### config.mk
export PLATFORM = sky130hd
export DESIGN_NAME = num_row_fmt_flat
export DESIGN_NICKNAME = d
export VERILOG_FILES = /design/src/rtl/num_row_fmt_pkg.sv /design/src/rtl/num_row_fmt_if.sv /design/src/rtl/num_row_fmt_bin2bcd_step.sv /design/src/rtl/num_row_fmt.sv /design/src/flat_wrapper.sv
export SDC_FILE = /design/constraint.sdc
export NUM_CORES = 1
export LEC_CHECK = 0
export ABC_AREA = 1
export ABC_CLOCK_PERIOD_IN_PS = 5000
export BUFFER_PORTS_ARGS = -buffer_cell sky130_fd_sc_hd__buf_4
export CORE_ASPECT_RATIO = 1.75
export CORE_MARGIN = 1
export CORE_UTILIZATION = 29
export CTS_BUF_LIST = sky130_fd_sc_hd__clkbuf_8
export DETAILED_ROUTE_END_ITERATION = 8
export PLACE_DENSITY = 0.48
export SLEW_MARGIN = 20
export SYNTH_ARGS = -nofsm -noshare
export SYNTH_HDL_FRONTEND = slang
export SYNTH_SLANG_ARGS = --single-unit
### constraint.sdc
create_clock -name CLK -period 5 [get_ports CLK]
set_clock_uncertainty 0.05 [all_clocks]
set_input_delay 0 -clock CLK [delete_from_list [all_inputs] [get_ports CLK]]
set_output_delay 0 -clock CLK [all_outputs]
set_load 0.005 [all_outputs]
### src/rtl/num_row_fmt_pkg.sv
// rtl/num_row_fmt_pkg.sv - shared display constants, state encoding and helpers for the row formatter
package num_row_fmt_pkg;

    localparam int NUM_PAGES  = 4;
    localparam int NUM_COLS   = 16;
    localparam int ROW_W      = $clog2(NUM_PAGES);
    localparam int COL_W      = $clog2(NUM_COLS);
    localparam int NUM_DIGITS = 5;
    localparam int BCD_W      = 4 * NUM_DIGITS;

    localparam logic [7:0] ASCII_BLANK = 8'h20;
    localparam logic [7:0] ASCII_MINUS = 8'h2D;
    localparam logic [7:0] ASCII_ZERO  = 8'h30;

    localparam logic [2:0] S_IDLE   = 3'd0;
    localparam logic [2:0] S_LOAD   = 3'd1;
    localparam logic [2:0] S_SHIFT  = 3'd2;
    localparam logic [2:0] S_EMIT   = 3'd3;
    localparam logic [2:0] S_FINISH = 3'd4;

    typedef logic [BCD_W-1:0] bcd_t;

    function automatic logic [7:0] digit_char(input logic [3:0] d);
        return ASCII_ZERO + {4'h0, d};
    endfunction

endpackage

### src/rtl/num_row_fmt_if.sv
// rtl/num_row_fmt_if.sv - request and character-write bundle between a client and the row formatter
interface num_row_fmt_if;
    import num_row_fmt_pkg::*;

    logic             START;
    logic [15:0]      VALUE;
    logic [ROW_W-1:0] ROW;
    logic             BUSY;
    logic             WR_EN;
    logic [ROW_W-1:0] WR_ROW;
    logic [COL_W-1:0] WR_COL;
    logic [7:0]       WR_CHAR;
    logic             DONE;

    modport master (
        output START, VALUE, ROW,
        input  BUSY, WR_EN, WR_ROW, WR_COL, WR_CHAR, DONE
    );

    modport slave (
        input  START, VALUE, ROW,
        output BUSY, WR_EN, WR_ROW, WR_COL, WR_CHAR, DONE
    );

endinterface

### src/rtl/num_row_fmt_bin2bcd_step.sv
// rtl/num_row_fmt_bin2bcd_step.sv - one combinational double-dabble step: add-3 correction then shift in one bit
module bin2bcd_step
    import num_row_fmt_pkg::*;
(
    input  bcd_t i_bcd,
    input  logic i_bit,
    output bcd_t o_bcd
);

    bcd_t w_adj;

    always_comb begin
        w_adj = i_bcd;
        for (int i = 0; i < NUM_DIGITS; i++) begin
            if (i_bcd[4*i +: 4] >= 4'd5)
                w_adj[4*i +: 4] = i_bcd[4*i +: 4] + 4'd3;
        end
    end

    // The top nibble never exceeds 6 for a 16-bit magnitude, so its carry-out is never needed
    assign o_bcd = {w_adj[BCD_W-2:0], i_bit};

endmodule

### src/rtl/num_row_fmt.sv
// rtl/num_row_fmt.sv - formats a signed 16-bit value right-aligned into one 16-column screen page
module num_row_fmt
    import num_row_fmt_pkg::*;
#(
    parameter logic [7:0] BLANK_CHAR = ASCII_BLANK,
    parameter logic [7:0] NEG_CHAR   = ASCII_MINUS
)(
    input  logic               CLK,
    input  logic               RST,
    num_row_fmt_if.slave       bus
);

    localparam logic [COL_W-1:0] LAST_COL = COL_W'(NUM_COLS - 1);

    logic [2:0]       r_state;
    logic [15:0]      r_value;
    logic [ROW_W-1:0] r_row;
    logic             r_sign;
    logic [15:0]      r_mag;
    bcd_t             r_bcd;
    logic [3:0]       r_cnt;
    logic             r_busy;
    logic             r_wr_en;
    logic [ROW_W-1:0] r_wr_row;
    logic [COL_W-1:0] r_wr_col;
    logic [7:0]       r_wr_char;
    logic             r_done;

    bcd_t             w_bcd_next;
    logic [2:0]       w_msd;
    logic [COL_W-1:0] w_col_next;
    logic [3:0]       w_idx;
    logic [3:0]       w_digit;
    logic [7:0]       w_char;

    bin2bcd_step u_step (
        .i_bcd (r_bcd),
        .i_bit (r_mag[15]),
        .o_bcd (w_bcd_next)
    );

    // Most significant non-zero digit; digit 0 is always shown so an all-zero value prints '0'
    always_comb begin
        w_msd = 3'd0;
        for (int i = 1; i < NUM_DIGITS; i++) begin
            if (r_bcd[4*i +: 4] != 4'd0)
                w_msd = 3'(i);
        end
    end

    assign w_col_next = r_wr_col + 1'b1;
    assign w_idx      = LAST_COL - w_col_next;

    always_comb begin
        case (w_idx)
            4'd0:    w_digit = r_bcd[3:0];
            4'd1:    w_digit = r_bcd[7:4];
            4'd2:    w_digit = r_bcd[11:8];
            4'd3:    w_digit = r_bcd[15:12];
            default: w_digit = r_bcd[19:16];
        endcase
    end

    always_comb begin
        w_char = BLANK_CHAR;
        if (w_col_next >= 4'd11 && w_idx <= {1'b0, w_msd})
            w_char = digit_char(w_digit);
        else if (r_sign && w_col_next == 4'd14 - {1'b0, w_msd})
            w_char = NEG_CHAR;
    end

    always_ff @(posedge CLK) begin
        if (!RST) begin
            r_state   <= S_IDLE;
            r_value   <= '0;
            r_row     <= '0;
            r_sign    <= 1'b0;
            r_mag     <= '0;
            r_bcd     <= '0;
            r_cnt     <= '0;
            r_busy    <= 1'b0;
            r_wr_en   <= 1'b0;
            r_wr_row  <= '0;
            r_wr_col  <= '0;
            r_wr_char <= 8'h00;
            r_done    <= 1'b0;
        end else begin
            case (r_state)
                S_IDLE: begin
                    r_done <= 1'b0;
                    if (bus.START) begin
                        r_value <= bus.VALUE;
                        r_row   <= bus.ROW;
                        r_busy  <= 1'b1;
                        r_state <= S_LOAD;
                    end
                end
                S_LOAD: begin
                    r_sign  <= r_value[15];
                    r_mag   <= r_value[15] ? (~r_value + 16'd1) : r_value;
                    r_bcd   <= '0;
                    r_cnt   <= '0;
                    r_state <= S_SHIFT;
                end
                S_SHIFT: begin
                    r_bcd <= w_bcd_next;
                    r_mag <= {r_mag[14:0], 1'b0};
                    r_cnt <= r_cnt + 4'd1;
                    // Column 0 is always blank, so it can go out on the same edge as the final shift
                    if (r_cnt == 4'd15) begin
                        r_wr_en   <= 1'b1;
                        r_wr_row  <= r_row;
                        r_wr_col  <= '0;
                        r_wr_char <= BLANK_CHAR;
                        r_state   <= S_EMIT;
                    end
                end
                S_EMIT: begin
                    r_wr_col  <= w_col_next;
                    r_wr_char <= w_char;
                    if (w_col_next == LAST_COL)
                        r_state <= S_FINISH;
                end
                S_FINISH: begin
                    r_wr_en <= 1'b0;
                    r_busy  <= 1'b0;
                    r_done  <= 1'b1;
                    r_state <= S_IDLE;
                end
                default: r_state <= S_IDLE;
            endcase
        end
    end

    assign bus.BUSY    = r_busy;
    assign bus.WR_EN   = r_wr_en;
    assign bus.WR_ROW  = r_wr_row;
    assign bus.WR_COL  = r_wr_col;
    assign bus.WR_CHAR = r_wr_char;
    assign bus.DONE    = r_done;

endmodule
### src/flat_wrapper.sv
// flat-port wrapper written by rule: the top's interface ports become plain ports
module num_row_fmt_flat import num_row_fmt_pkg::*;
#(
    parameter logic [7:0] BLANK_CHAR = ASCII_BLANK,
    parameter logic [7:0] NEG_CHAR   = ASCII_MINUS
)
  (CLK, RST, bus_START, bus_VALUE, bus_ROW, bus_BUSY, bus_WR_EN, bus_WR_ROW, bus_WR_COL, bus_WR_CHAR, bus_DONE);
  num_row_fmt_if bus_i ();
  input  logic CLK;
  input  logic RST;
  input wire logic [$bits(bus_i.START)-1:0] bus_START;
  input wire logic [$bits(bus_i.VALUE)-1:0] bus_VALUE;
  input wire logic [$bits(bus_i.ROW)-1:0] bus_ROW;
  output wire logic [$bits(bus_i.BUSY)-1:0] bus_BUSY;
  output wire logic [$bits(bus_i.WR_EN)-1:0] bus_WR_EN;
  output wire logic [$bits(bus_i.WR_ROW)-1:0] bus_WR_ROW;
  output wire logic [$bits(bus_i.WR_COL)-1:0] bus_WR_COL;
  output wire logic [$bits(bus_i.WR_CHAR)-1:0] bus_WR_CHAR;
  output wire logic [$bits(bus_i.DONE)-1:0] bus_DONE;
  assign bus_i.START = bus_START;
  assign bus_i.VALUE = bus_VALUE;
  assign bus_i.ROW = bus_ROW;
  assign bus_BUSY = bus_i.BUSY;
  assign bus_WR_EN = bus_i.WR_EN;
  assign bus_WR_ROW = bus_i.WR_ROW;
  assign bus_WR_COL = bus_i.WR_COL;
  assign bus_WR_CHAR = bus_i.WR_CHAR;
  assign bus_DONE = bus_i.DONE;
  num_row_fmt #(.BLANK_CHAR(BLANK_CHAR), .NEG_CHAR(NEG_CHAR)) u_core (.CLK(CLK), .RST(RST), .bus(bus_i));
endmodule
==> flow_metrics.py <==
metrics = {
    "sta": {
        "whs_ns": 0.1305,
        "postLayoutSetupSlackWorst_ns": 2.265,
        "fmax_mhz": 365.6,
        "slew_headroom_pct": 37.50,
        "worstMarginPinSlew_ns": 0.9362,
        "setup_tns_ns": 0,
        "rsz0062_at_grt": "false",
        "finalCritPeriodShare_pct": 54.70,
        "report.final.hold_viol_count": 0,
        "setup_viol": 0,
        "slew_viol_final": 0,
        "post-route-min-period_ns": 2.735,
    },
    "worst_setup_path": {
        "end_kind": "register",
        "critPathTopFamily": "buffers and inverters",
        "critPathSlowestCell": "inv_1",
        "regToRegEndpoint": "u_core.r_state[1]",
        "startpoint_type": "register",
        "startpoint": "u_core.r_state[2]",
        "path_buf_inv": 3,
        "worst_ep_arrival_time_ns": 3.00,
        "crit_type": "reg -> reg",
        "cp.depth": 8,
        "cpMostUsedCell": "inv_1",
        "crit_required_ns": 5.26,
        "worstReg2RegStart": "u_core.r_state[2]",
        "cp-endpoint": "u_core.r_state[1]",
        "ff2ff_setup_slack_ns": 2.27,
        "max_stage_delay_ns": 0.71,
        "path_cells": "nor2_2, nand2_4, inv_1, a21oi_1, a31oi_1, nand2_1, dlygate4sd3_1, inv_1",
        "ff2ff_path_depth": 8,
        "crit_fanout": 25,
    },
    "yosys": {
        "synth.mux.area_fraction_pct": 0,
        "ys_seq_elements": 77,
        "yosysSeqAreaShare_pct": 36.37,
        "synthSimpleGateAreaFrac_pct": 24.92,
        "synthArstFlopShare_pct": 0,
        "synth_top_family_by_area": "simple AND/OR/NAND/NOR gates",
        "syn-cell-area_um2": 4238,
        "synth.avg_cell_area_um2": 7.016,
        "synth_compound_area_share_pct": 20.08,
        "yosysWarnings": 0,
        "syn_inst": 604,
        "synthAdderAreaFrac_pct": 7.086,
        "synth-xor-area-share_pct": 1.211,
        "synth_flop_cell": "dfxtp_1",
        "synth_edf_count": 0,
        "synth_cell_types": 38,
    },
    "layout": {
        "diodes": 0,
        "stdcell_count": 848,
        "drive_gt1_share_pct": 10.78,
        "syn_to_final_growth_pct": 22.76,
        "nNetsFinal": 708,
        "fin_util_pct": 36.39,
    },
    "placement": {
        "portBuffers": 35,
        "dp_slack_ns": 2.636,
        "place.gp.congestion": 0.8818,
        "hpwlAfterDp_um": 7615,
        "place_inst": 796,
    },
    "clocking": {
        "clk_pin_slew_ns": 0.09,
        "numCtsBuffers": 9,
        "insertion_delay_ns": 0.36,
        "cts_setup_buffers": 0,
        "clock-sinks": 77,
        "postCtsHoldBufs": 36,
        "cts_max_path_buffers": 2,
        "cts-htree-levels": 3,
        "cts_tree": "done",
        "postCtsResizedCells": 0,
        "clockRootBuffer": "clkbuf_8",
    },
    "floorplanning": {
        "io_pins": 38,
        "design.core.area_um2": 14300,
        "die_area_um2": 15120,
        "start_util_pct": 29.64,
        "num_rows": 58,
        "die_x_um": 93.38,
        "die_y_um": 161.9,
    },
    "drt": {
        "drt_drc_violations_left": 0,
        "wirelength_um": 11020,
        "drtIter0Drc": 185,
        "wire_per_inst_um": 13.00,
        "vias": 4133,
        "drt-pass1-iter-count": 5,
        "vias_per_cell": 4.874,
        "postRouteAntennaNets": 0,
    },
    "grt": {
        "grt_pass1_wl_um": 18620,
        "antenna_found_initial": 0,
        "grt_max_degree": 51,
        "grt_overflow": 0,
        "grt_usage_pct": 15.63,
        "grt_pass1_vias": 4140,
    },
    "outcome": {
        "outcome": "finished, final reports clean",
    },
    "power_and_ir_drop": {
        "irDropWorstVdd_mv": 0.2481,
        "powerDensity_nw_per_um2": 398.0,
        "p_leak_nw": 2.053,
    },
    "worst_hold_path": {
        "hp-class": "in -> reg",
    },
    "run": {
        "max_cap_viol_count": 0,
    },
}
==> flip-flops by register name (all words and copies together), names as in the netlist <==
register and cells:
u_core.bus.BUSY 1, u_core.bus.DONE 1, u_core.bus.WR_CHAR 6, u_core.bus.WR_COL 4
u_core.bus.WR_EN 1, u_core.bus.WR_ROW 2, u_core.r_bcd 20, u_core.r_cnt 4
u_core.r_mag 16, u_core.r_row 2, u_core.r_sign 1, u_core.r_state 3
u_core.r_value 16
==> cells by family (layout without fill, tap and decap cells) <==
group                    count (synthesis)  in the layout
AO/OA/AOI/OAI                          153            153
XOR/XNOR                                 5              5
adder cells (fa/ha/maj)                 24             24
buffers and inverters                  106            169
flip-flops                              77             77
other                                    1              2
AND/OR/NAND/NOR                        238            238
==> cell usage in the layout, fill, tap and decap left out, types with 3 or more instances in the layout <==
master,Yosys,routed
o211ai_1,6,6
nand2_1,121,121
a31oi_1,11,11
dlygate4sd3_1,0,36
nand3_1,47,47
nand4_1,18,18
nor2_2,3,3
buf_4,3,37
o21ai_0,49,49
xor2_1,4,4
o22ai_1,3,3
inv_1,77,77
a21oi_1,70,70
inv_2,3,3
dfxtp_1,77,77
nor3_1,6,6
a21oi_2,4,4
nor2_1,35,35
ha_1,24,24
clkbuf_8,0,10
==> tightest hold or removal path, stage by stage <==
cell and delay (ns):
buf_4 0.09, nor3_1 0.06, a21oi_1 0.20, o211ai_1 0.12, inv_1 0.05
==> synth_stat cells, types with 3 or more instances <==
master | instances | area [µm²]
dfxtp_1 | 77 | 1541
clkbuf_1 | 13 | 48.80
a21oi_2 | 4 | 35.03
o211ai_1 | 6 | 45.04
a31oi_1 | 11 | 68.82
nand3_1 | 47 | 235.2
o22ai_1 | 3 | 18.77
buf_2 | 8 | 40.04
nand2_1 | 121 | 454.2
nor2_1 | 35 | 131.4
a21oi_1 | 70 | 350.3
o21ai_0 | 49 | 245.2
nor3_1 | 6 | 30.03
inv_1 | 77 | 289.0
buf_4 | 3 | 22.52
nor2_2 | 3 | 18.77
inv_2 | 3 | 11.26
xor2_1 | 4 | 35.03
nand4_1 | 18 | 112.6
ha_1 | 24 | 300.3
==> power by group <==
group	leakage [nW]	internal [mW]	switching, mW
Combinational	1.31	0.230	0.494
Sequential	0.626	0.708	0.0807
Clock	0.119	0.300	0.257
Total	2.05	1.24	0.832
==> area by class of cell <==
type,instances,area (µm²)
clock inverters,6,93.84
well taps,180,225.2
clock buffers,10,137.6
multi-input cells,422,2266
fillers,1527,9094
repair buffers,73,638.1
flip-flops and latches,77,1541
inverters,80,300.3
==> metal layers <==
| metal | routed length (µm) | track usage (%) | vias up | part of all wire [%] |
|---|---|---|---|---|
| li1 | - | - | 2126 | - |
| met1 | 4340 | 15.68 | 1937 | 39 |
| met2 | 6116 | 30.08 | 50 | 55 |
| met3 | 246 | 2.622 | 20 | 2.2 |
| met4 | 317 | 7.832 | 0 | 2.9 |
| met5 | 0 | 0 | - | 0 |
==> worst min-delay path by stage <==
stage / startpoint / end / slack, ns / cells past startpoint
finish: bus_START / u_core.r_state[0] / 0.13 / 5
global route: bus_START / u_core.r_state[0] / 0.16 / 5
CTS: bus_START / u_core.r_state[0] / 0.11 / 5
detailed placement: bus_VALUE[8] / u_core.r_value[8] / 0.24 / 3
global placement: bus_VALUE[1] / u_core.r_value[1] / 0.23 / 3
floorplan: bus_ROW[1] / u_core.r_row[1] / 0.14 / 2
==> stage by stage <==
step	total power, mW	area [µm²]
after floorplan	1.301	4242
after global placement	1.474	4611
after detailed placement	1.485	4611
after CTS	2.098	5202
after global routing	2.236	5202
final	2.071	5202
(Power assumes the default switching activity.)
